==> config.mk <==
export PLATFORM = sky130hd
export DESIGN_NAME = rect_fill_writer
export DESIGN_NICKNAME = d
export VERILOG_FILES = /design/src/rtl/fb_pkg.sv /design/src/rtl/rect_clip.sv /design/src/rtl/rect_fill_writer.sv
export SDC_FILE = /design/constraint.sdc
export NUM_CORES = 1
export LEC_CHECK = 0
export CAP_MARGIN = 5
export CORE_AREA = 4 4 101 103
export DETAILED_ROUTE_END_ITERATION = 7
export DIE_AREA = 0 0 105 107
export HOLD_SLACK_MARGIN = 0.05
export MAX_ROUTING_LAYER = met4
export PLACE_DENSITY = 0.81
export SYNTH_ARGS = -nofsm -noshare
export SYNTH_HDL_FRONTEND = slang
export SYNTH_HIERARCHICAL = 1
export SYNTH_SLANG_ARGS = --single-unit
==> constraint.sdc <==
create_clock -name clock -period 2.4 [get_ports clock]
set_clock_uncertainty 0.15 [all_clocks]
set_input_delay 0.6 -clock clock [delete_from_list [all_inputs] [get_ports clock]]
set_output_delay 0.6 -clock clock [all_outputs]
set_load 0.02 [all_outputs]
==> src/rtl/fb_pkg.sv <==
// +----------------------------------------------------------------------+
// | fb_pkg : shared framebuffer geometry and rectangle-fill state type   |
// | Rev 1.0                                                              |
// +----------------------------------------------------------------------+
`default_nettype none

package fb_pkg;

    localparam int COORD_W_DEF = 8;
    localparam int DATA_W_DEF  = 16;
    localparam int FB_SIZE     = 2 ** COORD_W_DEF;

    typedef enum logic [1:0] {
        IDLE = 2'd0,
        FILL = 2'd1,
        DONE = 2'd2
    } fill_state_e;

endpackage

`default_nettype wire

==> src/rtl/rect_clip.sv <==
// +----------------------------------------------------------------------+
// | rect_clip : clipped inclusive end coordinates and empty flag         |
// | Rev 1.0                                                              |
// +----------------------------------------------------------------------+
`default_nettype none

module rect_clip
    import fb_pkg::*;
#(
    parameter int COORD_W = COORD_W_DEF
) (
    input  logic [COORD_W-1:0] x0,
    input  logic [COORD_W-1:0] y0,
    input  logic [COORD_W-1:0] w,
    input  logic [COORD_W-1:0] h,
    output logic [COORD_W-1:0] x_end,
    output logic [COORD_W-1:0] y_end,
    output logic               empty
);

    localparam logic [COORD_W:0] c_coord_max = {1'b0, {COORD_W{1'b1}}};
    localparam logic [COORD_W:0] c_one       = {{COORD_W{1'b0}}, 1'b1};

    logic [COORD_W:0] w_x_sum;
    logic [COORD_W:0] w_y_sum;

    // One extra bit keeps x0+w-1 from wrapping before the clamp; with a zero
    // size the sum is meaningless but the empty flag overrides it.
    always_comb begin
        w_x_sum = {1'b0, x0} + {1'b0, w} - c_one;
        w_y_sum = {1'b0, y0} + {1'b0, h} - c_one;
        x_end   = (w_x_sum > c_coord_max) ? c_coord_max[COORD_W-1:0] : w_x_sum[COORD_W-1:0];
        y_end   = (w_y_sum > c_coord_max) ? c_coord_max[COORD_W-1:0] : w_y_sum[COORD_W-1:0];
        empty   = (w == '0) || (h == '0);
    end

endmodule

`default_nettype wire

==> src/rtl/rect_fill_writer.sv <==
// +----------------------------------------------------------------------+
// | rect_fill_writer : raster-order solid rectangle fill into RAM port A |
// | Rev 1.0                                                              |
// +----------------------------------------------------------------------+
`default_nettype none

module rect_fill_writer
    import fb_pkg::*;
#(
    parameter int DATA_W  = DATA_W_DEF,
    parameter int COORD_W = COORD_W_DEF
) (
    input  logic                 clock,
    input  logic                 clear_n,
    input  logic                 cmd_valid,
    output logic                 cmd_ready,
    input  logic [COORD_W-1:0]   cmd_x0,
    input  logic [COORD_W-1:0]   cmd_y0,
    input  logic [COORD_W-1:0]   cmd_w,
    input  logic [COORD_W-1:0]   cmd_h,
    input  logic [DATA_W-1:0]    cmd_color,
    output logic [2*COORD_W-1:0] mem_addr,
    output logic [DATA_W-1:0]    mem_data,
    output logic                 mem_wren,
    output logic                 busy,
    output logic                 done
);

    fill_state_e          state_q, state_d;
    logic [COORD_W-1:0]   x_q, x_d;
    logic [COORD_W-1:0]   y_q, y_d;
    logic [COORD_W-1:0]   x0_q, x0_d;
    logic [COORD_W-1:0]   x_end_q, x_end_d;
    logic [COORD_W-1:0]   y_end_q, y_end_d;
    logic [DATA_W-1:0]    color_q, color_d;
    logic [2*COORD_W-1:0] addr_q, addr_d;
    logic                 wren_q, wren_d;
    logic                 ready_q, ready_d;
    logic                 done_q, done_d;

    logic [COORD_W-1:0]   w_clip_x_end;
    logic [COORD_W-1:0]   w_clip_y_end;
    logic                 w_clip_empty;
    logic                 w_accept;
    logic                 w_last;

    rect_clip #(
        .COORD_W (COORD_W)
    ) u_rect_clip (
        .x0    (cmd_x0),
        .y0    (cmd_y0),
        .w     (cmd_w),
        .h     (cmd_h),
        .x_end (w_clip_x_end),
        .y_end (w_clip_y_end),
        .empty (w_clip_empty)
    );

    always_ff @(posedge clock or negedge clear_n) begin
        if (!clear_n) begin
            state_q <= IDLE;
            x_q     <= '0;
            y_q     <= '0;
            x0_q    <= '0;
            x_end_q <= '0;
            y_end_q <= '0;
            color_q <= '0;
            addr_q  <= '0;
            wren_q  <= 1'b0;
            ready_q <= 1'b0;
            done_q  <= 1'b0;
        end else begin
            state_q <= state_d;
            x_q     <= x_d;
            y_q     <= y_d;
            x0_q    <= x0_d;
            x_end_q <= x_end_d;
            y_end_q <= y_end_d;
            color_q <= color_d;
            addr_q  <= addr_d;
            wren_q  <= wren_d;
            ready_q <= ready_d;
            done_q  <= done_d;
        end
    end

    // x_q/y_q always name the pixel currently on the RAM bus, so the
    // registered outputs for the next cycle are derived from the next position.
    always_comb begin
        state_d  = state_q;
        x_d      = x_q;
        y_d      = y_q;
        x0_d     = x0_q;
        x_end_d  = x_end_q;
        y_end_d  = y_end_q;
        color_d  = color_q;
        addr_d   = addr_q;
        wren_d   = 1'b0;
        done_d   = 1'b0;
        w_accept = cmd_valid && ready_q;
        w_last   = (x_q == x_end_q) && (y_q == y_end_q);

        unique case (state_q)
            IDLE: begin
                if (w_accept) begin
                    x0_d    = cmd_x0;
                    x_end_d = w_clip_x_end;
                    y_end_d = w_clip_y_end;
                    color_d = cmd_color;
                    x_d     = cmd_x0;
                    y_d     = cmd_y0;
                    if (w_clip_empty) begin
                        state_d = DONE;
                        done_d  = 1'b1;
                    end else begin
                        state_d = FILL;
                        wren_d  = 1'b1;
                        addr_d  = {cmd_y0, cmd_x0};
                    end
                end
            end
            FILL: begin
                if (w_last) begin
                    state_d = DONE;
                    done_d  = 1'b1;
                end else begin
                    wren_d = 1'b1;
                    if (x_q == x_end_q) begin
                        x_d = x0_q;
                        y_d = y_q + 1'b1;
                    end else begin
                        x_d = x_q + 1'b1;
                    end
                    addr_d = {y_d, x_d};
                end
            end
            DONE: begin
                state_d = IDLE;
            end
            default: begin
                state_d = IDLE;
            end
        endcase

        // Registered so that ready stays low throughout reset and rises on
        // the first edge after release.
        ready_d = (state_d == IDLE);
    end

    assign cmd_ready = ready_q;
    assign mem_addr  = addr_q;
    assign mem_data  = color_q;
    assign mem_wren  = wren_q;
    assign busy      = (state_q != IDLE);
    assign done      = done_q;

endmodule

`default_nettype wire

Word-level counts from Yosys, hierarchy flattened:

Cells that the tools add are included.

* bits in writable memories: 0
* latch bits: 0
* word-level logic and storage cells: 63
* bits in read-only memories: 0
* memories kept: 0
* output and inout bits: 36
* flip-flop bits (word level): 77

* equal/unequal tests: 6
* div/mod/pow operators: 0
* reductions and logical operators: 12
* $mul: 0
* mux-type cells: 26
* bitwise operators: 0
* shifts and indexed selects: 0
* $lt $le $gt $ge: 2
* $add $sub $neg: 6

Operators by type and width (number)
* 8-bit 2-to-1 mux: 8
* 16-bit 2-to-1 mux: 3
* 16-bit case mux with 2 select lines: 1
* 8-bit case mux with 2 select lines: 2
* 8-bit by 8-bit adder with 9-bit output: 2
* 9-bit by 8-bit > comparator with 1-bit output, second input constant: 2
* 9-bit by 1-bit subtractor with 9-bit output, second input constant: 2
* 8-bit by 1-bit adder with 8-bit output, second input constant: 2
* 8-bit == test: 2
* 8-bit logical NOT: 2
* 1-bit 2-to-1 mux: 6
* 2-bit 2-to-1 mux: 3
* 2-bit inequality test, second input constant: 3
* 2-bit logical NOT: 2
* 1-bit case mux with 2 select lines: 2
* 2-bit case mux with 2 select lines: 1
* 4-bit AND reduction: 1
* 2-bit nonzero test: 2
* 3-bit AND reduction: 1
* 2-bit by 1-bit == test with 1-bit output, second input constant: 1
* 1-bit logical AND: 2
* 2-bit AND reduction: 1
* 1-bit logical OR: 1

Depth between registers and ports, before layout:

* depth after elaboration: 6
* depth in mapped cells: 11
* gate-level depth less buffers: 11

Modules after synthesis:

Netlist, hierarchy kept.

Modules (own cells, without submodules)
* rect_fill_writer: cells an instance 398, area each 3734.8 µm², times used 1
* rect_clip: cells an instance 173, area each 1239.9 µm², times used 1

Worst setup path before layout:

Ideal clock, no wire load.

* kind: input -> register
* start point: input port cmd_x0[1]
* end point: register x_end_q[7]
* stages: 11
* required time: 2.133 ns
* arrival: 2.414 ns
* path slack: -0.282 ns
* cell sequence: inv_1 -> ha_1 -> inv_1 -> ha_1 -> fa_1 -> a211oi_1 -> nor4b_1 -> nor4_2 -> o21ai_2 -> nand2_1 -> nand2_1

* cells in the longest elaborated chain, start to end: 4

Ends and longest elaborated chain
* from (decl): line rect_fill_writer.sv:17 `input logic [COORD_W-1:0] cmd_x0,`
* 8-bit by 8-bit adder with 9-bit output (*): line rect_clip.sv:30 `w_x_sum = {1'b0, x0} + {1'b0, w} - c_one;`
* 9-bit by 1-bit subtractor with 9-bit output (*): line rect_clip.sv:30
* 9-bit by 8-bit > comparator with 1-bit output: line rect_clip.sv:32 `x_end = (w_x_sum > c_coord_max) ? c_coord_max[COORD_W-1:0] : w_x_sum[COORD_W-1:0];`
* 8-bit 2-to-1 mux (*): line rect_clip.sv:32
* net w_clip_x_end[7]: line rect_fill_writer.sv:41 `logic [COORD_W-1:0] w_clip_x_end;`
* to (signal assigned): line rect_fill_writer.sv:77 `x_end_q <= x_end_d;`
* to (decl): line rect_fill_writer.sv:33 `logic [COORD_W-1:0] x_end_q, x_end_d;`

Mark *: on every way through the listed nets, which the timed path passes. The rest lies on a longest branch.
A chain may end at the register's enable or synchronous reset.

Worst setup path in the final report:

* start point: input port cmd_w[5]
* end point: register x_end_q[7]

* cells in the longest elaborated chain, start to end: 4

Ends and longest elaborated chain
* from (decl): line rect_fill_writer.sv:19 `input logic [COORD_W-1:0] cmd_w,`
* 8-bit by 8-bit adder with 9-bit output (*): line rect_clip.sv:30
* 9-bit by 1-bit subtractor with 9-bit output (*): line rect_clip.sv:30
* 9-bit by 8-bit > comparator with 1-bit output: line rect_clip.sv:32
* 8-bit 2-to-1 mux (*): line rect_clip.sv:32
* net w_clip_x_end[7]: line rect_fill_writer.sv:41

Marked as above.

==> results.py <==
metrics = {
    "power": {
        "pwr-share-comb": 0.539,
        "netSwitchingFraction": 0.414,
        "fin_total_pwr_mw": 7.33,
        "p_seq_frac": 0.329,
        "p_switching_mw": 3.03,
        "powerDensity_nw_per_um2": 1040,
        "power_frac_clock": 0.132,
        "max-vdd-ir-drop_mv": 0.448,
        "p_leak_nw": 3.36,
        "p_int_mw": 4.30,
    },
    "floorplanning": {
        "die_w_um": 105,
        "rows": 35,
        "die-area_um2": 11200,
        "pin_count": 87,
        "start_util": 0.541,
        "core_area_um2": 9200,
        "die_h_um": 107,
    },
    "setup_path": {
        "crit_type": "input port to register",
        "arrival_ps": 2490,
        "crit_required_ps": 2510,
        "crit_chain": "dlygate4sd2_1 -> inv_1 -> ha_1 -> inv_1 -> ha_4 -> buf_4 -> o21ai_2 -> o211a_1 -> nor4_2 -> o21ai_2 -> nand2_1 -> nand2_1",
        "crit_path_start_kind": "input port",
        "r2r_slack_ps": 110,
        "slowest_delay_ps": 320,
        "cp_max_fo": 3,
        "endpoint_kind": "register",
        "crit_path_top_delay_cell": "nor4_2",
    },
    "synth": {
        "yosysSeqAreaShare": 0.387,
        "synth_area_leaders": "dfrtp_1 (39%), nand2_1 (9.0%), ha_1 (8.0%)",
        "netlist_instances": 571,
        "synthesis.area_um2": 4970,
        "ys_ff_latch": 77,
        "yosys_warnings": 6,
        "synth_nets": 656,
        "yosysMostFrequentCell": "nand2_1",
        "yosys.area.top_type": "dfrtp_1",
        "syn_avg_cell_area_um2": 8.71,
        "synth_top_area_share": 0.387,
        "async_reset_ff_frac": 1.00,
        "synth_edf_count": 0,
        "netlist-cell-type-count": 55,
        "synthTopCellsByCount": "nand2_1 (119), dfrtp_1 (77), inv_1 (69)",
        "ys.flop_type": "dfrtp_1",
    },
    "routing": {
        "drc": 0,
        "via_count": 4803,
        "wl_per_cell_um": 17.2,
        "drt_wl_total_mm": 14.4,
        "drt_iter0_drc": 294,
        "antenna_left": 0,
        "dr.pass1.iters": 5,
        "via_per_inst": 5.74,
    },
    "sta": {
        "min_period_ps": 2380,
        "drv_slew": 0,
        "tns_ps": 0,
        "worst_pin_slew_ps": 528,
        "fin_ws_ps": 23.8,
        "holdWs_ps": 329,
        "max_slew_margin": 0.647,
        "hold_viol": 0,
        "fin_crit_sh": 0.990,
        "max_freq_ghz": 0.421,
        "setup_viol": 0,
    },
    "global_routing": {
        "grt-ovfl-total": 0,
        "grtUsageTotal": 0.262,
        "antenna_found_initial": 0,
        "grt_pass1_vias": 4799,
        "grt_pass1_wl_mm": 23.2,
        "grt_max_degree": 50,
    },
    "place": {
        "gp_congestion": 0.903,
        "dp_slack_ps": -825,
        "place_area_um2": 6530,
        "dp_hpwl_mm": 10.2,
        "placed_cells": 815,
        "portBuffers": 86,
    },
    "clock_tree": {
        "clock_latency_ps": 360,
        "clock_path_buffers": 2,
        "clkSlewWorstSetupHoldPaths_ps": 80,
        "clock-sinks": 77,
        "htreeDepth": 3,
        "cts_tree": "built",
        "cts_made_buffers": 9,
        "cts-root-buf": "clkbuf_8",
    },
    "cells_and_area": {
        "final_util": 0.764,
        "final_area_um2": 7020,
        "synthToLayoutAreaGrowth_pct": 41.1,
        "fill_cells": 646,
        "nNetsFinal": 807,
        "stdcell_count": 837,
        "n_antenna_cell": 0,
        "final_layout_size_suffix_gt1_frac": 0.260,
    },
    "min_path": {
        "hold_path_class": "register to register",
    },
    "outcome": {
        "status": "completed",
    },
    "flow_run": {
        "maxCapViolations": 0,
    },
}
==> worst paths after layout <==
| check | startpoint | end | cells past startpoint |
|---|---|---|---|
| setup reg to reg | y_q[3] | y_q[2] | 8 |
| hold / removal | mem_data[15] | mem_data[15] | 2 |
| hold reg to reg | mem_data[15] | mem_data[15] | 2 |
| setup / recovery | cmd_w[5] | x_end_q[7] | 12 |
| min in group asynchronous | clear_n | mem_data[11] | 2 |
| max in group asynchronous | clear_n | x_q[5] | 3 |
==> power by group through the flow <==
stage	Combinational, mW	Clock (mW)	Sequential [mW]
6_report	3.95	0.967	2.41
5_1_grt	4.29	1.03	2.48
4_1_cts	3.83	0.974	2.40
3_5_place_dp	3.69	0	2.42
3_3_place_gp	3.55	0	2.38
2_1_floorplan	1.98	0	2.64
==> layout make-up <==
cell class	count	area (um2)	area share
multi-input combinational	396	3020	0.430
sequential	77	1930	0.274
timing repair buffer	168	1460	0.208
inverter	70	288	0.0410
tap	111	139	0.0198
clock buffer	10	128	0.0182
clock inverter	5	61.3	0.00873
==> what timing repair did <==
| item | CTS | global route |
|---|---|---|
| setup endpoints to repair | 25 | 21 |
| buffers inserted | 5 | 2 |
| gates cloned | 0 | 0 |
| gates resized for setup | 90 | 33 |
| hold buffers | 1 | 0 |
| pin swaps | 26 | 31 |
| endpoints found under the hold margin | 28 | 0 |
==> logic make-up (layout without fill, tap and decap cells) <==
group | after synthesis | count (layout) | synth area share
fa+ha+maj | 34 | 34 | 0.0885
compound gates | 139 | 139 | 0.208
mux | 1 | 1 | 0.00302
xor+xnor | 29 | 29 | 0.0511
simple gates | 193 | 193 | 0.184
flops | 77 | 77 | 0.387
buf+inv | 98 | 253 | 0.0785
==> sequential cells by signal, summed over array words and instances (netlist names) <==
signal,flops
x_end_q,8
y_q,8
mem_data,16
y_end_q,8
cmd_ready,1
x_q,8
x0_q,8
done,1
state_q,2
mem_addr,16
mem_wren,1
==> worst max-delay path: cells and delay by family <==
family | cells | cell delay (ps)
AND/OR/NAND/NOR | 3 | 430
AO/OA/AOI/OAI | 3 | 420
adder cells (fa/ha/maj) | 2 | 550
buffers and inverters | 4 | 470
==> layer usage <==
metal | wire length [um] | share of wire | vias to the layer above | track usage
met5 | 0 | 0 | - | -
met4 | 379 | 0.026 | 0 | 0.0965
met3 | 1010 | 0.070 | 38 | 0.0433
met2 | 7090 | 0.49 | 197 | 0.437
met1 | 5930 | 0.41 | 2316 | 0.324
li1 | - | - | 2252 | -
==> layout by cell type, fill, tap and decap left out, drive strengths merged, types with 14 or more instances in the layout <==
master	netlist	routed
a21o	20	20
a21oi	19	19
a22o	16	16
buf	13	85
clkbuf	15	16
clkdlybuf4s50	0	53
dfrtp	77	77
dlygate4sd2	0	15
ha	32	32
inv	70	71
nand2	119	119
nand3	14	14
nor2	17	17
o21ai	33	33
xnor2	17	17
(Power assumes the default switching activity.)
